### src/rtl/gb_pkg.sv
// rtl/gb_pkg.sv - shared constants and state encoding for the Green Beret ROM loader
package gb_pkg;

  localparam int ROM_AW = 18;
  localparam logic [18:0] GB_ROM_SIZE = 19'h2C000;
  localparam int FIFO_W = 26;

  typedef enum logic [2:0] {
    IDLE,
    LOAD,
    DRAIN,
    DONE,
    ERROR
  } gb_state_t;

endpackage

### src/rtl/gb_dl_fifo.sv
// rtl/gb_dl_fifo.sv - small synchronous FIFO buffering {address, data} download entries
module gb_dl_fifo #(
  parameter int DEPTH = 4,
  parameter int W = 26
) (
  input  logic                       clk48M,
  input  logic                       reset,
  input  logic                       push,
  input  logic [W-1:0]               din,
  input  logic                       pop,
  output logic [W-1:0]               dout,
  output logic                       full,
  output logic                       empty,
  output logic [$clog2(DEPTH):0]     count
);

  localparam int AW = $clog2(DEPTH);
  localparam logic [AW-1:0] PTR_ONE = 1;
  localparam logic [AW:0] CNT_ONE = 1;
  localparam logic [AW:0] CNT_FULL = (AW+1)'(DEPTH);

  logic [W-1:0]  mem [DEPTH];
  logic [AW-1:0] wr_ptr;
  logic [AW-1:0] rd_ptr;
  logic [AW:0]   fill;
  logic          do_push;
  logic          do_pop;

  // A pop in the same cycle frees a slot, so a push on full is still taken.
  assign do_pop  = pop & (fill != '0);
  assign do_push = push & ((fill != CNT_FULL) | do_pop);

  always_ff @(posedge clk48M or posedge reset) begin
    if (reset) begin
      wr_ptr <= '0;
      rd_ptr <= '0;
      fill   <= '0;
    end else begin
      if (do_push) wr_ptr <= wr_ptr + PTR_ONE;
      if (do_pop)  rd_ptr <= rd_ptr + PTR_ONE;
      case ({do_push, do_pop})
        2'b10:   fill <= fill + CNT_ONE;
        2'b01:   fill <= fill - CNT_ONE;
        default: fill <= fill;
      endcase
    end
  end

  always_ff @(posedge clk48M) begin
    if (do_push) mem[wr_ptr] <= din;
  end

  assign dout  = mem[rd_ptr];
  assign full  = (fill == CNT_FULL);
  assign empty = (fill == '0);
  assign count = fill;

endmodule

### src/rtl/gb_rom_loader.sv
// rtl/gb_rom_loader.sv - filters the HPS download stream and replays it as paced ROMEN writes
module gb_rom_loader
  import gb_pkg::*;
#(
  parameter logic [18:0] ROM_SIZE   = GB_ROM_SIZE,
  parameter logic [7:0]  DL_INDEX   = 8'd0,
  parameter int          FIFO_DEPTH = 4,
  parameter int          PACE       = 2
) (
  input  logic              clk48M,
  input  logic              reset,
  input  logic              dl_download,
  input  logic [7:0]        dl_index,
  input  logic              dl_wr,
  input  logic [24:0]       dl_addr,
  input  logic [7:0]        dl_data,
  output logic              dl_wait,
  output logic              ROMCL,
  output logic [ROM_AW-1:0] ROMAD,
  output logic [7:0]        ROMDT,
  output logic              ROMEN,
  output logic              core_reset,
  output logic              load_done,
  output logic              load_err
);

  localparam int CW = $clog2(FIFO_DEPTH) + 1;
  localparam int PW = (PACE > 1) ? $clog2(PACE) : 1;
  localparam logic [CW-1:0] CNT_ONE    = 1;
  localparam logic [CW-1:0] WAIT_LVL   = CW'(FIFO_DEPTH - 1);
  localparam logic [PW-1:0] PACE_LOAD  = PW'(PACE - 1);
  localparam logic [PW-1:0] PACE_ONE   = 1;
  localparam logic [18:0]   BYTE_MAX   = '1;
  localparam logic [18:0]   BYTE_ONE   = 1;
  localparam logic [24:0]   ADDR_LIMIT = {6'd0, ROM_SIZE};

  gb_state_t         state;
  gb_state_t         state_next;
  logic              dl_download_q;
  logic              dl_rise;
  logic              dl_fall;
  logic              index_ok;
  logic              start;
  logic              accept;
  logic              pop;
  logic              fifo_push;
  logic              overrun;
  logic              fifo_full;
  logic              fifo_empty;
  logic [CW-1:0]     fifo_count;
  logic [CW-1:0]     fill_next;
  logic [FIFO_W-1:0] fifo_dout;
  logic [PW-1:0]     pace_cnt;
  logic [18:0]       byte_cnt;
  logic              load_err_r;

  assign ROMCL    = clk48M;
  assign load_err = load_err_r;

  assign dl_rise  = dl_download & ~dl_download_q;
  assign dl_fall  = ~dl_download & dl_download_q;
  assign index_ok = (dl_index == DL_INDEX);

  assign accept    = (state == LOAD) & dl_wr & dl_download & index_ok & (dl_addr < ADDR_LIMIT);
  assign pop       = ~fifo_empty & (pace_cnt == '0);
  assign fifo_push = accept & (~fifo_full | pop);
  assign overrun   = accept & fifo_full & ~pop;

  gb_dl_fifo #(
    .DEPTH (FIFO_DEPTH),
    .W     (FIFO_W)
  ) u_fifo (
    .clk48M (clk48M),
    .reset  (reset),
    .push   (fifo_push),
    .din    ({dl_addr[ROM_AW-1:0], dl_data}),
    .pop    (pop),
    .dout   (fifo_dout),
    .full   (fifo_full),
    .empty  (fifo_empty),
    .count  (fifo_count)
  );

  // dl_wait tracks the fill level the FIFO will hold next cycle.
  always_comb begin
    fill_next = fifo_count;
    if (fifo_push) fill_next = fill_next + CNT_ONE;
    if (pop)       fill_next = fill_next - CNT_ONE;
  end

  always_comb begin
    state_next = state;
    start      = 1'b0;
    core_reset = 1'b1;
    load_done  = 1'b0;
    case (state)
      IDLE: begin
        if (dl_rise && index_ok) begin
          start      = 1'b1;
          state_next = LOAD;
        end
      end
      LOAD: begin
        if (dl_fall) state_next = DRAIN;
      end
      DRAIN: begin
        if (fifo_empty && !ROMEN)
          state_next = ((byte_cnt == ROM_SIZE) && !load_err_r) ? DONE : ERROR;
      end
      DONE: begin
        core_reset = 1'b0;
        load_done  = 1'b1;
        if (dl_rise && index_ok) begin
          start      = 1'b1;
          state_next = LOAD;
        end
      end
      ERROR: begin
        if (dl_rise && index_ok) begin
          start      = 1'b1;
          state_next = LOAD;
        end
      end
      default: state_next = IDLE;
    endcase
  end

  always_ff @(posedge clk48M or posedge reset) begin
    if (reset) begin
      state         <= IDLE;
      dl_download_q <= 1'b0;
      load_err_r    <= 1'b0;
      byte_cnt      <= '0;
      pace_cnt      <= '0;
      dl_wait       <= 1'b0;
      ROMAD         <= '0;
      ROMDT         <= '0;
      ROMEN         <= 1'b0;
    end else begin
      state         <= state_next;
      dl_download_q <= dl_download;
      dl_wait       <= (fill_next >= WAIT_LVL);
      ROMEN         <= pop;
      if (pop) begin
        ROMAD <= fifo_dout[FIFO_W-1:8];
        ROMDT <= fifo_dout[7:0];
      end
      if (pop)
        pace_cnt <= PACE_LOAD;
      else if (pace_cnt != '0)
        pace_cnt <= pace_cnt - PACE_ONE;
      if (start)
        load_err_r <= 1'b0;
      else if (overrun || state_next == ERROR)
        load_err_r <= 1'b1;
      if (start)
        byte_cnt <= '0;
      else if (ROMEN && byte_cnt != BYTE_MAX)
        byte_cnt <= byte_cnt + BYTE_ONE;
    end
  end

endmodule
### config.mk
export PLATFORM = sky130hd
export DESIGN_NAME = gb_rom_loader
export DESIGN_NICKNAME = d
export VERILOG_FILES = /design/src/rtl/gb_pkg.sv /design/src/rtl/gb_dl_fifo.sv /design/src/rtl/gb_rom_loader.sv
export SDC_FILE = /design/constraint.sdc
export NUM_CORES = 1
export LEC_CHECK = 0
export BUFFER_PORTS_ARGS = -buffer_cell sky130_fd_sc_hd__buf_2
export CAP_MARGIN = 0
export CORE_MARGIN = 3
export CORE_UTILIZATION = 55
export CTS_CLUSTER_DIAMETER = 150
export CTS_CLUSTER_SIZE = 8
export DETAILED_ROUTE_END_ITERATION = 6
export PLACE_DENSITY_LB_ADDON = 0.12
export SLEW_MARGIN = 20
export SYNTH_ARGS = -nofsm -noshare
export SYNTH_HDL_FRONTEND = slang
export SYNTH_SLANG_ARGS = --single-unit
### constraint.sdc
create_clock -name clk48M -period 2.8 [get_ports clk48M]
set_input_delay 0.42 -clock clk48M [delete_from_list [all_inputs] [get_ports clk48M]]
set_output_delay 0.42 -clock clk48M [all_outputs]
set_load 0.005 [all_outputs]
==> results of run 1 <==
[layer usage]
metal / part of all wire, % / track usage [%] / vias up
li1: - / - / 1809
met1: 45 / 27.9 / 2006
met2: 50 / 32.1 / 93
met3: 4.3 / 6.68 / 19
met4: 1.3 / 7.80 / 2
met5: 0.10 / 0 / -
[path summary, 6_finish.rpt]
check | to | start | slack [ns]
max | dl_wait$_DFF_PP0_ | dl_download | 0.12
min | byte_cnt[7]$_DFFE_PP0P_ | reset | -0.006
max reg2reg | dl_wait$_DFF_PP0_ | state[1]$_DFF_PP0_ | 0.14
min reg2reg | ROMAD[6]$_DFFE_PP0P_ | ROMAD[6]$_DFFE_PP0P_ | 0.50
max in group asynchronous | u_fifo.rd_ptr[0]$_DFFE_PP0P_ | reset | 2.16
min in group clk48M | u_fifo.mem[3][8]$_DFFE_PP_ | dl_addr[0] | 0.09
[power by group through the flow]
stage,clock (mW),sequential (mW),combinational [mW]
after floorplan,0.0232,3.11,0.495
after global placement,0.0155,3.16,0.810
after detailed placement,0.0155,3.16,0.839
after CTS,2.65,3.12,0.847
after global routing,2.76,3.16,0.935
final,2.60,3.12,0.831
[timing repair]
item                                    4_1_cts  5_1_grt
hold buffers                                  1        0
endpoints found under the setup margin        0        1
gates resized for setup                       0        1
hold endpoints to repair                      1        0
[worst reg2reg max path: stages, from the launching register on]
cell       delay [ns]
dfrtp_1          0.46
nor4_2           0.29
o2111ai_1        0.17
nor3_1           0.20
buf_4            0.22
mux2i_2          0.24
ha_1             0.26
or4_1            0.47
o311a_1          0.12
o211ai_1         0.15
[placed cells by master (no fill, tap or decap), types with 2 or more instances in the layout]
master,instances
mux4_2,26
clkinv_2,2
mux2_2,27
buf_2,76
nor2b_1,2
ha_1,11
nand4_1,7
nor4_1,6
buf_12,3
clkbuf_8,2
clkbuf_16,20
buf_4,16
nor3_1,6
edfxtp_1,104
a21oi_1,11
xnor2_1,18
nand3_1,12
nor3b_1,2
nor4b_1,3
and4_1,4
or4_1,3
o211ai_1,3
dfrtp_1,58
bufinv_16,3
clkinvlp_4,4
and2_1,8
xor2_1,2
nand2_1,6
and2b_2,2
o2111ai_1,2
and3_1,3
o21ai_0,6
or3_1,3
a211oi_1,2
inv_1,16
clkinv_4,2
nor2_1,22
mux2i_1,2
[cells by family (layout without fill, tap and decap cells)]
logic type	count (synthesis)	count (layout)	share of synthesized area (%)
simple gates	98	98	8.43
buf+inv	34	148	2.15
mux	56	56	13.5
compound gates	34	34	3.63
flops	163	163	67.7
fa+ha+maj	11	11	2.02
xor+xnor	20	20	2.58
[synth_stat cells, types with 3 or more instances]
| cell type | number | area share, % |
|---|---|---|
| mux2_2 | 27 | 4.5 |
| nor4b_1 | 3 | 0.39 |
| clkbuf_1 | 8 | 0.44 |
| buf_4 | 3 | 0.33 |
| edfxtp_1 | 104 | 46 |
| nor3_1 | 6 | 0.44 |
| mux2i_1 | 3 | 0.44 |
| and3_1 | 3 | 0.28 |
| inv_1 | 17 | 0.94 |
| ha_1 | 11 | 2.0 |
| nand4_1 | 7 | 0.64 |
| a21oi_1 | 11 | 0.81 |
| o21ai_0 | 6 | 0.44 |
| nand3_1 | 12 | 0.88 |
| mux4_2 | 26 | 8.6 |
| nor4_1 | 6 | 0.55 |
| nor2_1 | 23 | 1.3 |
| dfrtp_1 | 59 | 22 |
| o211ai_1 | 3 | 0.33 |
| xnor2_1 | 18 | 2.3 |
| and4_1 | 4 | 0.52 |
| or4_1 | 3 | 0.33 |
| and2_1 | 8 | 0.74 |
| buf_2 | 6 | 0.44 |
| nand2_1 | 6 | 0.33 |
| or3_1 | 3 | 0.28 |
[flip-flops by register name (all words and copies together), names as in the netlist]
register / count
ROMEN: 1
u_fifo.mem: 104
u_fifo.count: 3
ROMAD: 18
dl_download_q: 1
load_err: 1
dl_wait: 1
ROMDT: 8
u_fifo.rd_ptr: 2
byte_cnt: 19
u_fifo.wr_ptr: 2
state: 3
[area by class of cell]
cell class                      instances  area [um2]  area share (%)
Clock buffer                           24         537            6.55
Clock inverter                         12         156            1.91
Inverter                               17        63.8           0.779
Multi-Input combinational cell        219        2060            25.2
Sequential cell                       163        4600            56.2
Tap cell                              164         205            2.50
Timing Repair Buffer                   95         566            6.90
==> reports/summary.md, run 1 <==
The flow ran to the end, but the final reports show violations. The final reports fail on hold timing. Routability-driven placement finished with a final weighted congestion of 0.843.

The number of DRC violations after detailed-routing iteration 0 is 310, and the first-pass GRT wire length is 20.8 mm. The final core utilization is 69.7%. Counting distinct cell types in the post-synthesis netlist gives 50.

The overflow left after global routing was 0; the number of diodes was 0. The run gives 0.00749 mm2 as the placement-stage cell area. The final hold violation count is 16, and the floorplan die area is 0.0137 mm2. Synthesis produced a netlist whose cell count is 416. The worst reg-to-reg path cell count was 9. The kind of critical path is primary input to register. After the last flow step, the layout net total stands at 573.

The maximum vdd ir drop was 0.632 mV; the total of flip-flops plus latches after synthesis was 163. The clock network accounts for 39.7% of the total power. Along the worst path, the maximum fanout reaches 11. Summed over all nets, the half-perimeter wirelength after detailed placement is 8.32 mm.

The detailed router placed 3929 vias in this run. The count of input and output buffers is 76, and the mean area per synthesized cell is 16.3 um2. The buffering stage count on the worst path with inverters included came out at 3. The logs give 3.26 ns for the data required time at the worst endpoint and 472 for the post-synthesis net count. Power comes to 6.55 mW. Entering global routing, the biggest net connects 32 pins.

The count of yosys warnings during synthesis is 0. The share of total power dissipated in combinational logic is 12.7%. Setup repair after global routing left no endpoint under its margin. The slew at the pin closest to its max-slew limit was 0.709 ns; the number of setup violations in the final report was 0. The cell family contributing the most delay on the critical path is simple AND/OR/NAND/NOR gates. The most used flip-flop cell after synthesis is edfxtp_1. The register area share after synthesis is 67.7%.

The overall track demand over capacity in global routing was 20.8%; the area of the core was 0.0118 mm2. Kind of start point of the critical path: a primary input. After routing the design area is 0.00819 mm2. Adding up every negative setup slack in the final design gives 0 ns. The logs give 373 MHz for the maximum achievable frequency and 77 for the number of placed I/O pins.

The share of layout cells above drive strength 1 was 36.6%. From synthesis to final layout, the design area changed by 20.5%. The cell area that synthesis handed to floorplanning was 0.00680 mm2. Excluding fillers, the count of instances in the completed layout stands at 694. The vertical extent of the die was 117 um; the number of synthesized flops with an enable pin was 104. The die width works out to 117 um. Cell internal power was estimated by the tool at 4.93 mW. Setup slack closes at 0.122 ns. The critical path runs through a total of 11 cells. In this run the worst hold path is classified as primary input to asynchronous set/reset pin. Data arrives at the worst endpoint at 3.13 ns. Dividing total power by cell area gives a power density of 799 mW/mm2. The biggest cell delay along the critical path works out to 0.53 ns.

The routed design has 12.9 mm of wire. After detailed routing, the number of remaining DRC violations is 0. Remaining antenna violation count: 0.

The layout has 794 filler cells. TritonCTS built the clock tree. The analysis attributes to net switching a power of 1.61 mW. The critical path goes through dlygate4sd3_1 -> buf_2 -> nor3b_1 -> nand4_1 -> nor3_1 -> buf_4 -> mux2i_2 -> ha_1 -> or4_1 -> o311a_1 -> o211ai_1. Net switching is 24.7% of the power. Among all stages on the critical path, the largest delay is contributed by dlygate4sd3_1. For this configuration, the core starts out at a cell density of 57.8%.

The logs give 0.00860 ns for the worst clock skew on the final layout and 47.6% for the proportion of power drawn by flip-flops and latches. The final critical path takes up 95.6% of the cycle. Dividing the detail-routed via count by the number of cells gives 5.66.

The pre-antenna-repair detailed-routing pass consisted of 4 iterations. The final-report max-slew violation count is 0. The worst setup path is captured at a register. For the number of buffers inserted to repair setup after CTS, the log shows 0. Including well taps, the total number of placed cells is 658. For this run, asynchronously set or reset flops after synthesis account for 36.2%. Max-capacitance violation count: 0. Prior to clock tree synthesis, the placed netlist has a worst setup slack of 0.0326 ns. The worst-case hold slack is -0.00578 ns. Subtracting the final worst setup slack from the clock period gives 2.68 ns. The via count of the first global-routing pass is 3935.

Headroom to the max-slew limit came out at 52.7%. In the final routed layout, each cell accounts on average for 18.6 um. After clock tree synthesis, the clock-pin slew on the worst setup and hold paths is 0.06 ns. The tools report the initial antenna violation count as 1. For the worst-skew pair, the clock arrives at the later sink with an insertion delay of 0.54 ns. For this design the static power due to leakage is 2.97 nW. Number of placement rows: 39.
(Power assumes the default switching activity.)
==> run 2, diff against run 1 <==
--- a/config.mk
+++ b/config.mk
@@ -8,7 +8,7 @@
 export BUFFER_PORTS_ARGS = -buffer_cell sky130_fd_sc_hd__buf_2
 export CAP_MARGIN = 0
 export CORE_MARGIN = 3
-export CORE_UTILIZATION = 55
+export CORE_UTILIZATION = 25
 export CTS_CLUSTER_DIAMETER = 150
 export CTS_CLUSTER_SIZE = 8
 export DETAILED_ROUTE_END_ITERATION = 6
==> reports/summary.md, run 2 (synthesis gave the netlist of run 1 again) <==
The classification of the worst-slack hold path was primary input to register. The final-report max-slew violation count is 0 (unchanged), and the minimum period implied by the final worst setup slack is 2.56 ns (-0.116 ns). The run gives 0 (unchanged) as the total of cells resized after clock tree synthesis. The number of flip-flops in the largest register is 104 (unchanged). In the layout the commonest cells are 104 x edfxtp_1, 76 x buf_2, 58 x dfrtp_1. The worst clock skew on the final layout was 0.0148 ns (+0.00623 ns). The number of setup violations in the final report was 0 (unchanged). The tools report the worst-case hold slack as 0.0865 ns (+0.0923 ns). The share of layout cells above drive strength 1 was 37.0% (+0.38 points); the overflow left after global routing was 0 (unchanged).

The total chip power came out at 6.46 mW (-1.3%). The initial antenna violation count was 1 (unchanged); the DRC violations left was 0 (unchanged). The run finished with clean final reports. The run gives 390 MHz (+4.5%) as the maximum achievable frequency.

The vertical extent of the die is 171 um (+46%), and the data required time at the worst endpoint is 3.25 ns (about the same). The logs give 0 (unchanged) for the number of diodes and 0.341 mV (-46%) for the maximum vdd ir drop. The total via count in the routed design is 3862 (-1.7%).

The effective utilization at floorplan is 25.8% (-32 points). The pin count of the biggest net entering global routing was 29 (-9.4%). Normalized max-slew margin: 61.3% (+8.6 points). The kind of critical path is primary input to register.

The tools report the number of placed I/O pins as 77 (unchanged). The run gives 2.98 nW (about the same) as the leakage component of the power. The tools report the sum of negative setup slack as 0 ns (unchanged).

The design area was 0.00844 mm2 (+3.0%); the placement-stage cell area was 0.00775 mm2 (+3.5%). The remaining antenna violation count was 0 (unchanged). For the floorplan die area, the log shows 0.0292 mm2 (+110%).

TritonCTS built the clock tree. Clock network latency to the later pin of the worst-skew pair: 0.54 ns (about the same). Setup repair after global routing left no endpoint under its margin. In the final layout, the registers with the most flip-flops are u_fifo.mem: 104 flops, byte_cnt: 19 flops, ROMAD: 18 flops. The max-capacitance violation count is 0 (unchanged). The fill cell total of the finished layout is 2597 (+230%). The post-route clock period utilization was 91.5% (-4.1 points); the count of input and output buffers was 76 (unchanged). The total power density per cell area came out at 766 mW/mm2 (-4.1%). Clock-pin slew on the worst setup and hold paths: 0.08 ns (+0.02 ns).

The overall routed net length is 15.3 mm (+19%). The tools report the area of the core as 0.0264 mm2 (+120%). Ranked by flip-flop count, first place goes to u_fifo.mem. The die width came out at 171 um (+46%).

Buffering stage count on the worst path with inverters included: 3 (unchanged). Leaving out fill and tap cells, the most frequent cell in the layout is edfxtp_1. For the first-pass GRT wire length, the log shows 24.5 mm (+18%). The final RePlAce weighted congestion was 0.782 (-7.2%). The area growth from synthesis to layout is 24.1%.

The highest net fanout along the worst path is 3 (-8), and the HPWL after detailed placement is 9.92 mm (+19%). Number of placement rows: 59 (+51%). The run gives 3.01 ns (-0.12 ns) as the critical path arrival. Slew at the pin closest to its max-slew limit: 0.580 ns (-0.129 ns). The run gives 573 (unchanged) as the number of nets in the finished design. The tools report the kind of start point of the critical path as a primary input. The cell type of the slowest stage on the worst timing path is dlygate4sd3_1. The worst setup path is captured at a register. The iteration count of the initial detailed-routing pass was 4 (unchanged); the biggest cell delay along the critical path was 0.53 ns (about the same). The mean routed wirelength per cell came out at 17.7 um (-4.7%).

The via density per instance came out at 4.46 (-21%). The number of DRC violations after detailed-routing iteration 0 was 169 (-45%). The critical path goes through dlygate4sd3_1 -> buf_2 -> nor3b_1 -> nand4_1 -> nor3_1 -> buf_4 -> mux2i_1 -> ha_1 -> or4_1 -> o311a_1 -> o211ai_1. For the via count of the first global-routing pass, the log shows 4139 (+5.2%). The overall track demand over capacity in global routing is 11.1% (-9.7 points). The run gives 0 (-16) as the final hold violation count.

Family of cells with the greatest summed delay on the critical path: simple AND/OR/NAND/NOR gates.
## run 2: layout make-up
class                   count  area, um2  area share [%]
flip-flops and latches    163       4600            54.5
clock buffers              21        505            5.99
repair buffers             95        618            7.33
clock inverters            15        164            1.94
multi-input cells         219       2060            24.5
inverters                  17       63.8           0.756
well taps                 335        419            4.97
## run 2: through the flow
stage	cells	utilization (%)	setup slack, ns
after floorplan	416	-	0.244
after global placement	828	29.4	0.0404
after detailed placement	828	29.4	-0.0135
after CTS	865	32.0	0.240
after global routing	865	32.0	0.0520
final	865	32.0	0.238
## run 2: what timing repair did
action	4_1_cts	5_1_grt
endpoints found under the hold margin	22	0
setup buffers	0	0
hold buffers	2	0
## run 2: worst paths after layout
path,from,endpoint,slack (ns),cells past startpoint
setup / recovery,dl_download,dl_wait$_DFF_PP0_,0.24,11
hold / removal,dl_addr[0],u_fifo.mem[0][8]$_DFFE_PP_,0.09,1
setup reg to reg,u_fifo.count[1]$_DFFE_PP0P_,dl_wait$_DFF_PP0_,0.26,10
hold reg to reg,ROMAD[10]$_DFFE_PP0P_,ROMAD[10]$_DFFE_PP0P_,0.50,1
max in group asynchronous,reset,byte_cnt[0]$_DFFE_PP0P_,1.65,4
min in group asynchronous,reset,ROMAD[12]$_DFFE_PP0P_,0.48,3
## run 2: routing by layer
metal,vias up,wire length [um],global-route usage (%)
met3,15,548,3.35
met5,-,7,0
met2,51,7660,18.2
met1,1988,6950,14.3
li1,1806,-,-
met4,2,180,3.25
## run 2: worst reg2reg max path: stages (launching register included)
cell      delay [ns]
dfrtp_1         0.41
inv_1           0.09
ha_1            0.19
and3_1          0.21
nor3_1          0.19
buf_4           0.16
mux2i_1         0.20
ha_1            0.26
or4_1           0.46
o311a_1         0.12
o211ai_1        0.17
## run 2: where the power goes
group	internal [mW]	leakage [nW]	switching, mW
clock	1.38	0.320	1.12
combinational	0.439	1.04	0.394
sequential	2.85	1.62	0.278
total	4.67	2.98	1.79
==> run 3, diff against run 2 <==
--- a/config.mk
+++ b/config.mk
@@ -5,13 +5,15 @@
 export SDC_FILE = /design/constraint.sdc
 export NUM_CORES = 1
 export LEC_CHECK = 0
-export BUFFER_PORTS_ARGS = -buffer_cell sky130_fd_sc_hd__buf_2
+export BUFFER_PORTS_ARGS = -buffer_cell sky130_fd_sc_hd__buf_4
 export CAP_MARGIN = 0
 export CORE_MARGIN = 3
 export CORE_UTILIZATION = 25
 export CTS_CLUSTER_DIAMETER = 150
 export CTS_CLUSTER_SIZE = 8
 export DETAILED_ROUTE_END_ITERATION = 6
+export GPL_TIMING_DRIVEN = 0
+export HOLD_SLACK_MARGIN = 0.12
 export PLACE_DENSITY_LB_ADDON = 0.12
 export SLEW_MARGIN = 20
 export SYNTH_ARGS = -nofsm -noshare
==> reports/summary.md, run 3 (synthesis gave the netlist of run 1 again) <==
The logs give 902 (+4.3%) for the non-filler instance count after layout and 15.3 mm (-0.48%) for the overall routed net length. Register ranked first by flip-flop count: u_fifo.mem. The vertical extent of the die was 171 um (unchanged).

The max-capacitance violation count was 0 (unchanged). In this run the worst hold path is classified as primary input to register. Die width: 171 um (unchanged). For the critical path arrival, the log shows 3.09 ns (+0.08 ns).

The tools report the placement-stage cell area as 0.00790 mm2 (+1.9%). In the layout the commonest cells are 104 x edfxtp_1, 86 x buf_4, 57 x dfrtp_1. The via density per instance was 4.40 (-1.4%); the minimum period implied by the final worst setup slack was 2.65 ns (+0.0926 ns). Clock-pin slew on the worst setup and hold paths: 0.06 ns (-0.02 ns).

The largest registers in the layout are u_fifo.mem: 104 flops, byte_cnt: 19 flops, ROMAD: 18 flops. The tools report the normalized max-slew margin as 48.5% (-13 points). The clock network latency to the later pin of the worst-skew pair was 0.54 ns (about the same).

The kind of critical path was primary input to register. For the initial antenna violation count, the log shows 0 (-1). The count of input and output buffers was 76 (unchanged); the slew at the pin closest to its max-slew limit was 0.772 ns (+0.192 ns). The number of setup violations in the final report was 0 (unchanged); the number of DRC violations after detailed-routing iteration 0 was 154 (-8.9%). The area of the core is 0.0264 mm2 (unchanged).

The tools report the maximum achievable frequency as 377 MHz (-3.5%). The overall track demand over capacity in global routing was 11.2% (+0.044 points). The logs give 24.2 mm (-1.0%) for the first-pass GRT wire length and 0 (unchanged) for the final-report max-slew violation count. The number of diodes is 0 (unchanged), and the total power density per cell area is 754 mW/mm2 (-1.6%).

For the maximum vdd ir drop, the log shows 0.322 mV (-5.5%). The fill cell total of the finished layout came out at 2514 (-3.2%). The tools report the number of placed I/O pins as 77 (unchanged). The pre-CTS setup slack is -0.317 ns (-0.304 ns), and the highest net fanout along the worst path is 5 (+2). Share of layout cells above drive strength 1: 35.8% (-1.2 points). The run gives 0 (unchanged) as the final hold violation count.

The run gives 0.00893 mm2 (+5.9%) as the design area. The final RePlAce weighted congestion is 0.762 (-2.6%), and the number of nets in the finished design is 610 (+6.5%). The layout overhead on the synthesized area is 31.4%, and the HPWL after detailed placement is 10.1 mm (+1.7%).

The number of flip-flops in the largest register came out at 104 (unchanged). The remaining antenna violation count is 0 (unchanged), and the data required time at the worst endpoint is 3.24 ns (about the same). The run gives 0.00209 mm2 (+1.2%) as the total area of multi-input combinational cells. For the worst clock skew on the final layout, the log shows 0.0113 ns (-0.00350 ns). The run gives 832 (+0.48%) as the total instance count after detailed placement. The logs give 0 (unchanged) for the DRC violations left and 0.0292 mm2 (unchanged) for the floorplan die area. The tools report the number of placement rows as 59 (unchanged). The type of destination of the critical path was a register.

The leakage component of the power is 3.18 nW (+6.9%), and the pin count of the biggest net entering global routing is 36 (+24%). The final worst setup slack is 0.145 ns (-0.0926 ns). The tools report the kind of start point of the critical path as a primary input.

The flow ran to the end, and the final reports show no timing, DRC or antenna violations. Leaving out fill and tap cells, the most frequent cell in the layout is edfxtp_1. The logs give 6.74 mW (+4.2%) for the total chip power and 0.00460 mm2 (about the same) for the register cell area after layout. The effective utilization at floorplan came out at 25.8% (unchanged). TritonCTS built the clock tree.

The overflow left after global routing is 0 (unchanged), and the total via count in the routed design is 3971 (+2.8%). Via count of the first global-routing pass: 4350 (+5.1%). The post-route clock period utilization was 94.8% (+3.3 points). The final core utilization was 33.9% (+1.9 points); the mean routed wirelength per cell was 16.9 um (-4.6%). The run gives 6 (+2) as the iteration count of the initial detailed-routing pass.
[run 3: critical path, stage by stage]
cell and delay [ns]:
dlygate4sd3_1 0.53, buf_4 0.16, a21oi_4 0.18, o2111ai_2 0.14
nor3_2 0.24, buf_4 0.18, mux2i_1 0.19, ha_1 0.26
or4_1 0.47, o311a_1 0.12, o211ai_1 0.19
[run 3: repair_timing]
| action | in CTS | in global routing |
|---|---|---|
| gates resized for setup | 5 | 3 |
| hold buffers | 28 | 0 |
| pin swaps | 2 | 3 |
| endpoints found under the setup margin | 1 | 2 |
| hold endpoints to repair | 129 | 0 |
| setup buffers | 3 | 4 |
[run 3: metal layers]
| metal | up-vias | share of wire, % | global-route usage [%] | routed length, um |
|---|---|---|---|---|
| met5 | - | 0 | 0 | 0 |
| met2 | 67 | 52 | 19.0 | 7920 |
| li1 | 1877 | - | - | - |
| met3 | 13 | 3.1 | 2.87 | 480 |
| met4 | 0 | 1.4 | 4.48 | 213 |
| met1 | 2014 | 44 | 13.5 | 6660 |
[run 3: report_power, final]
group / internal (mW) / switching, mW
Sequential: 2.85 / 0.269
Combinational: 0.592 / 0.425
Clock: 1.56 / 1.04
[run 3: final timing paths]
check                                         to  slack (ns)  cells after the start                         from
min                           state[1]$_DFF_PP0_        0.29                      4                  dl_download
max in group asynchronous     state[1]$_DFF_PP0_        1.79                      4                        reset
min in group asynchronous  ROMAD[13]$_DFFE_PP0P_        0.45                      3                        reset
max                            dl_wait$_DFF_PP0_        0.15                     11                  dl_addr[14]
max reg2reg                    dl_wait$_DFF_PP0_        0.18                     10  u_fifo.count[0]$_DFFE_PP0P_
min reg2reg                   state[1]$_DFF_PP0_        0.50                      1           state[2]$_DFF_PP0_
[run 3: area by class of cell]
cell class	instances	area share (%)
Buffer	17	0.925
Clock buffer	22	5.73
Clock inverter	14	1.85
Inverter	17	0.743
Multi-Input combinational cell	219	23.4
Sequential cell	163	51.5
Tap cell	335	4.69
Timing Repair Buffer	115	11.2
[run 3: through the flow]
stage	setup TNS (ns)	hold WS, ns
6_report	0	0.286
5_1_grt	-0.00106	0.309
4_1_cts	0	0.259
3_5_place_dp	-0.317	0.467
3_3_place_gp	-92.51	0.487
2_1_floorplan	0	0.451
